### config.mk
export PLATFORM = sky130hd
export DESIGN_NAME = tnn_window_gen_flat
export DESIGN_NICKNAME = d
export VERILOG_FILES = /design/src/rtl/tnn_window_gen_if.sv /design/src/rtl/tnn_window_gen.sv /design/src/flat_wrapper.sv
export SDC_FILE = /design/constraint.sdc
export NUM_CORES = 2
export LEC_CHECK = 0
export ABC_CLOCK_PERIOD_IN_PS = 32200
export CAP_MARGIN = 20
export CORE_MARGIN = 5
export CORE_UTILIZATION = 25
export DETAILED_ROUTE_END_ITERATION = 7
export DONT_BUFFER_PORTS = 1
export PLACE_DENSITY_LB_ADDON = 0.3
export SLEW_MARGIN = 20
export SYNTH_ARGS = -nofsm -noshare
export SYNTH_HDL_FRONTEND = slang
export SYNTH_SLANG_ARGS = --single-unit
### constraint.sdc
create_clock -name aclk -period 32.2 [get_ports aclk]
set_input_delay 6.44 -clock aclk [delete_from_list [all_inputs] [get_ports aclk]]
set_output_delay 6.44 -clock aclk [all_outputs]
set_load 0.05 [all_outputs]
### src/rtl/tnn_window_gen_if.sv
// ---------------------------------------------------------------------------
// tnn_window_gen_if
//   Groups the pixel stream into the window generator and the window stream
//   out of it into one bundle.
//   slave  : the window generator (consumes pixels, produces windows)
//   master : the environment (produces pixels, consumes windows)
//   Signals
//     pix_in      DW           pixel vector, raster order
//     pix_in_vld  1            pixel beat, accepted every cycle it is high
//     win_out     9*DW         3x3 window, word 3*r+c, r0/c0 = oldest
//     win_out_vld 1            win_out holds a complete window
//     win_row     clog2(IMG_H) row index of the window centre
//     win_col     clog2(IMG_W) col index of the window centre
//     frame_done  1            pulses with the last window of a frame
// ---------------------------------------------------------------------------
interface tnn_window_gen_if #(
  parameter int DW    = 64,
  parameter int IMG_W = 32,
  parameter int IMG_H = 32
);
  localparam int CW = $clog2(IMG_W);
  localparam int RW = $clog2(IMG_H);

  logic [DW-1:0]   pix_in;
  logic            pix_in_vld;
  logic [9*DW-1:0] win_out;
  logic            win_out_vld;
  logic [RW-1:0]   win_row;
  logic [CW-1:0]   win_col;
  logic            frame_done;

  modport slave (
    input  pix_in, pix_in_vld,
    output win_out, win_out_vld, win_row, win_col, frame_done
  );

  modport master (
    output pix_in, pix_in_vld,
    input  win_out, win_out_vld, win_row, win_col, frame_done
  );
endinterface

### src/rtl/tnn_window_gen.sv
// ---------------------------------------------------------------------------
// tnn_window_gen
//   Sliding 3x3 window generator. Takes a raster-order pixel-vector stream,
//   keeps the two previous rows in line buffers and emits one 3x3
//   neighbourhood per valid-padding position, one cycle after the beat that
//   completes it. No backpressure on either side.
//   Ports
//     aclk    clock
//     areset  asynchronous active-high reset
//     s       tnn_window_gen_if.slave (pixel stream in, window stream out)
// ---------------------------------------------------------------------------
module tnn_window_gen #(
  parameter int DW    = 64,
  parameter int IMG_W = 32,
  parameter int IMG_H = 32
) (
  input  logic              aclk,
  input  logic              areset,
  tnn_window_gen_if.slave   s
);
  localparam int CW = $clog2(IMG_W);
  localparam int RW = $clog2(IMG_H);
  localparam logic [CW-1:0] COL_LAST = CW'(IMG_W - 1);
  localparam logic [RW-1:0] ROW_LAST = RW'(IMG_H - 1);

  logic [CW-1:0]   col_q, col_d;
  logic [RW-1:0]   row_q, row_d;
  logic [9*DW-1:0] win_q, win_d;
  logic            vld_q, vld_d;
  logic [RW-1:0]   win_row_q, win_row_d;
  logic [CW-1:0]   win_col_q, win_col_d;
  logic            done_q, done_d;

  // lb1 = row before last, lb0 = previous row
  logic [DW-1:0] lb0_q [IMG_W];
  logic [DW-1:0] lb1_q [IMG_W];
  // Column shift registers, word 3*r+c; c2 is the newest column
  logic [DW-1:0] sr_q [9];
  logic [DW-1:0] sr_d [9];
  logic [DW-1:0] rd_a, rd_b;

  always_comb begin
    // NOTE: every signal gets a default first so no path leaves a latch.
    rd_a      = lb1_q[col_q];
    rd_b      = lb0_q[col_q];
    col_d     = col_q;
    row_d     = row_q;
    sr_d      = sr_q;
    win_d     = win_q;
    win_row_d = win_row_q;
    win_col_d = win_col_q;
    vld_d     = 1'b0;
    done_d    = 1'b0;

    if (s.pix_in_vld) begin
      for (int r = 0; r < 3; r++) begin
        sr_d[3*r]   = sr_q[3*r+1];
        sr_d[3*r+1] = sr_q[3*r+2];
      end
      sr_d[2] = rd_a;
      sr_d[5] = rd_b;
      sr_d[8] = s.pix_in;

      // col<2 masks shift-register columns left over from the previous row
      if (row_q >= RW'(2) && col_q >= CW'(2)) begin
        vld_d = 1'b1;
        for (int i = 0; i < 9; i++) win_d[i*DW +: DW] = sr_d[i];
        win_row_d = row_q - RW'(1);
        win_col_d = col_q - CW'(1);
        done_d    = (col_q == COL_LAST) && (row_q == ROW_LAST);
      end

      if (col_q == COL_LAST) begin
        col_d = '0;
        row_d = (row_q == ROW_LAST) ? '0 : row_q + RW'(1);
      end else begin
        col_d = col_q + CW'(1);
      end
    end
  end

  // NOTE: sequential state uses non-blocking assignments so every flop
  // samples the pre-edge values regardless of statement order.
  always_ff @(posedge aclk or posedge areset) begin
    if (areset) begin
      col_q     <= '0;
      row_q     <= '0;
      win_q     <= '0;
      vld_q     <= 1'b0;
      win_row_q <= '0;
      win_col_q <= '0;
      done_q    <= 1'b0;
    end else begin
      col_q     <= col_d;
      row_q     <= row_d;
      win_q     <= win_d;
      vld_q     <= vld_d;
      win_row_q <= win_row_d;
      win_col_q <= win_col_d;
      done_q    <= done_d;
    end
  end

  // NOTE: line buffers and shift registers carry no reset; their contents
  // are never emitted before being overwritten by the current frame.
  // Reading and writing lb[col] in the same beat returns the old word.
  always_ff @(posedge aclk) begin
    if (s.pix_in_vld) begin
      lb1_q[col_q] <= rd_b;
      lb0_q[col_q] <= s.pix_in;
      sr_q         <= sr_d;
    end
  end

  assign s.win_out     = win_q;
  assign s.win_out_vld = vld_q;
  assign s.win_row     = win_row_q;
  assign s.win_col     = win_col_q;
  assign s.frame_done  = done_q;
endmodule
### src/flat_wrapper.sv
// flat-port wrapper written by rule: the top's interface ports become plain ports
module tnn_window_gen_flat 
#(
  parameter int DW    = 64,
  parameter int IMG_W = 32,
  parameter int IMG_H = 32
)
  (aclk, areset, s_pix_in, s_pix_in_vld, s_win_out, s_win_out_vld, s_win_row, s_win_col, s_frame_done);
  tnn_window_gen_if #(.DW(DW), .IMG_W(IMG_W), .IMG_H(IMG_H)) s_i ();
  input  logic aclk;
  input  logic areset;
  input wire logic [$bits(s_i.pix_in)-1:0] s_pix_in;
  input wire logic [$bits(s_i.pix_in_vld)-1:0] s_pix_in_vld;
  output wire logic [$bits(s_i.win_out)-1:0] s_win_out;
  output wire logic [$bits(s_i.win_out_vld)-1:0] s_win_out_vld;
  output wire logic [$bits(s_i.win_row)-1:0] s_win_row;
  output wire logic [$bits(s_i.win_col)-1:0] s_win_col;
  output wire logic [$bits(s_i.frame_done)-1:0] s_frame_done;
  assign s_i.pix_in = s_pix_in;
  assign s_i.pix_in_vld = s_pix_in_vld;
  assign s_win_out = s_i.win_out;
  assign s_win_out_vld = s_i.win_out_vld;
  assign s_win_row = s_i.win_row;
  assign s_win_col = s_i.win_col;
  assign s_frame_done = s_i.frame_done;
  tnn_window_gen #(.DW(DW), .IMG_W(IMG_W), .IMG_H(IMG_H)) u_core (.aclk(aclk), .areset(areset), .s(s_i));
endmodule
==> results list <==
* Effective utilization at floorplan: 0.251
* Leading cell type in the layout, fill and taps excluded: sky130_fd_sc_hd__edfxtp_1
- Worst Min Path Start: u_core.sr_q[42]
* Std-Cell Rows: 318
* Cells after synthesis: 10,900
* Area of all placed cells without fillers: 220,000 um^2
- R2r setup slk: 24,180 ps
* Fraction of the cycle the final worst path needs: 0.355
* Yosys synthesis warning count: 0
- For this run, the register share of the synthesized area comes to 0.794.
- Maximum VDD drop: 69.3 uV
- Clock-pin slew was measured on the worst setup and hold paths at 60 ps.
- Buffers inserted during clock tree synthesis total 575.
- Port buffer count: 0
* Number of design-rule violations left by the first detailed-router iteration: 9,022
- STA classifies the critical path startpoint as a primary input.
- Antenna violations before repair: 52
* Later-pin clock latency in the skew report: 1070 ps
- After detailed routing, the total wire length is 578 mm.
- Hold WC Path Type: register to register
- The share of synthesized area in the top cell type comes to 0.714.
* Number of enable flip-flop cells after synthesis: 4,480
- Final hold vios: 0
* Synthesized netlist net count: 11,000
* Leading area contributor after synthesis: sky130_fd_sc_hd__edfxtp_1
- Summing all placed instances gives a cell area of 202,000 um^2.
* Clock tree from TritonCTS: built
* Weighted congestion reported at the end of routability-driven placement: 0.744
- A synthesized cell averages 17.3 um^2.
* Final number of setup-violating endpoints: 0
* Power density over the cells: 99.2 nW/um^2
* Count of non-filler cells in the finished layout: 21,600
* Overflow left after global routing: 0
* Post-cts hold buffer count: 0
- Post-layout net count: 11,300
* CP arrival: 12,050 ps
- After clock tree synthesis, the setup repair step added 0 buffers.
- Including well taps, the total number of placed cells is 20,500.
- For this design the static power due to leakage is 76.4 nW.
* Standard cell core area: 750,000 um^2
- Clock Path Buffers: 4
- Setup repair after global routing left no endpoint under its margin.
- Startpoint of the worst register-to-register path: u_core.col_q[1]
- The layout has 74,100 filler cells.
* Shortest clock period the worst path allows after layout: 11,440 ps
* Maximum capacitance violations: 0
- The flow ran to the end, and the final reports show no timing, DRC or antenna violations.
- CTS built an H-tree with a depth of 6.
- For this run, the total global-route usage over all layers was measured as 0.143.
- Pins over their slew limit: 0
- After detailed routing, the number of vias per cell comes to 4.54.
- Adding up every negative setup slack in the final design gives 0 ps.
- Maximum frequency from static timing analysis: 87.4 MHz
- Setup clock skew after layout: 84.9 ps
- Sorting the synthesized cells by area gives the leading types as sky130_fd_sc_hd__edfxtp_1, sky130_fd_sc_hd__mux2i_1, sky130_fd_sc_hd__dfrtp_1.
- Distinct cell type count after synthesis: 37
* Dpl ws: 19,870 ps
* Maximum number of pins on one net before global-route repair: 137
- In this run, post-CTS repair resized a total of 0 instances.
- Synthesized cell area: 188,000 um^2
- In the synthesized netlist the dominant register cell turns out to be sky130_fd_sc_hd__edfxtp_1.
- Iteration count of the initial detailed-routing pass: 5
- Share of cells above drive strength 1: 0.108
- In the synthesized netlist the async set-or-reset flop fraction comes to 0.118.
* Height of the die: 878 um
- Headroom to the max-slew limit came out at 0.173.
- Antenna Nets Post-Route: 0
* Overall die area: 771,000 um^2
- Total of flip-flops plus latches after synthesis: 5,078
- Timing startpoint of the critical path: s_pix_in_vld
- Layout overhead on the synthesized area: 17.1%
- Slew at the pin closest to its max-slew limit: 1240 ps
* Crit Path Category: primary input to register
- In the routed design, unresolved DRC markers number 0.
* CP max FO: 136
- Clock Tree Root: sky130_fd_sc_hd__clkbuf_16
- Summed over all nets, the half-perimeter wirelength after detailed placement is 338 mm.
- Data required time at the worst endpoint: 32,810 ps
* Post-Route Hold Slack: 414 ps
- I/O Pins: 655
* Wire length of the first global-routing pass: 797 mm
- Number of clock sinks: 5,078
- The detailed router placed 98,200 vias in this run.
- Average wire per cell in the routed design: 26.7 um
- Crit. End Element: register
- In the post-route analysis, the smallest setup slack over all paths is 20,760 ps.
- The die is 878 um wide.
* Number of global-route vias before repair: 97,200
* Most frequent cells in the layout: sky130_fd_sc_hd__edfxtp_1, sky130_fd_sc_hd__mux2i_1, sky130_fd_sc_hd__nand2_1, sky130_fd_sc_hd__o22ai_1, sky130_fd_sc_hd__dfrtp_1
## worst max-delay path: stages
cell	delay, ps
sky130_fd_sc_hd__buf_16	270
sky130_fd_sc_hd__buf_16	360
sky130_fd_sc_hd__nand2_1	790
sky130_fd_sc_hd__nor2_4	710
sky130_fd_sc_hd__buf_4	620
sky130_fd_sc_hd__buf_4	780
sky130_fd_sc_hd__buf_4	890
## area by class of cell
| cell class | count | area, um^2 | share of cell area |
|---|---|---|---|
| Multi-Input combinational cell | 5193 | 37000 | 0.168 |
| Clock inverter | 256 | 2620 | 0.0119 |
| Sequential cell | 5078 | 149000 | 0.678 |
| Tap cell | 9920 | 12400 | 0.0563 |
| Antenna cell | 14 | 35.0 | 0.000159 |
| Timing Repair Buffer | 351 | 3060 | 0.0139 |
| Inverter | 7 | 41.3 | 0.000187 |
| Clock buffer | 792 | 15800 | 0.0716 |
## logic make-up (layout without fill, tap and decap cells)
group           count (synthesis)  in the layout  synth area share
other cells                     0             14                 0
simple gates                 1951           1951            0.0431
compound gates               1173           1173            0.0389
fa+ha+maj                      10             10          0.000664
mux                          2052           2052             0.109
xor+xnor                        7              7          0.000326
buf+inv                       602           1406            0.0142
flops                        5078           5078             0.794
## registers in the layout (all words and copies together), names as in the netlist
name / flops
u_core.col_q: 5
u_core.s.win_col: 5
u_core.s.win_row: 5
u_core.lb0_q: 2048
u_core.row_q: 5
u_core.sr_q: 384
u_core.lb1_q: 2048
u_core.s.win_out_vld: 1
u_core.s.frame_done: 1
u_core.s.win_out: 576
## per-stage QoR
step / util / total power [mW]
4_1_cts: 0.294 / 22.2
3_5_place_dp: 0.269 / 15.8
3_3_place_gp: 0.269 / 15.7
5_1_grt: 0.294 / 22.8
6_report: 0.294 / 21.9
2_1_floorplan: - / 13.1
## path summary, 6_finish.rpt
kind,cells after the start,endpoint
setup / recovery,7,u_core.lb0_q[26][27]
hold / removal,0,u_core.sr_q[106]
setup reg to reg,10,u_core.lb1_q[15][35]
hold reg to reg,0,u_core.sr_q[106]
max in group asynchronous,5,u_core.s.win_out[65]
min in group asynchronous,1,u_core.s.win_out[96]
## cells in the mapped netlist (7+ instances only)
master and number:
sky130_fd_sc_hd__o21ai_0 16, sky130_fd_sc_hd__buf_1 44, sky130_fd_sc_hd__dfrtp_1 598, sky130_fd_sc_hd__nor3_1 7, sky130_fd_sc_hd__nor2_1 162, sky130_fd_sc_hd__o22ai_1 1024
sky130_fd_sc_hd__nor4_1 256, sky130_fd_sc_hd__edfxtp_1 4480, sky130_fd_sc_hd__ha_1 10, sky130_fd_sc_hd__buf_2 243, sky130_fd_sc_hd__a31oi_1 129, sky130_fd_sc_hd__nand2_1 1495
sky130_fd_sc_hd__clkbuf_1 290, sky130_fd_sc_hd__buf_6 14, sky130_fd_sc_hd__mux2i_1 2049
## metal layers
metal | track usage | wire (um) | share of wire
met5 | 0 | 27 | 0.000047
met4 | 0.0340 | 14300 | 0.025
met3 | 0.0267 | 36000 | 0.062
met2 | 0.232 | 269000 | 0.47
met1 | 0.199 | 258000 | 0.45
## report_power, final
part | total [mW] | switching (mW) | internal (mW)
combinational | 4.85 | 3.57 | 1.27
clock | 6.36 | 2.73 | 3.63
sequential | 10.7 | 1.70 | 8.96
total | 21.9 | 8.01 | 13.9
Power figures use the tool's default switching activity.
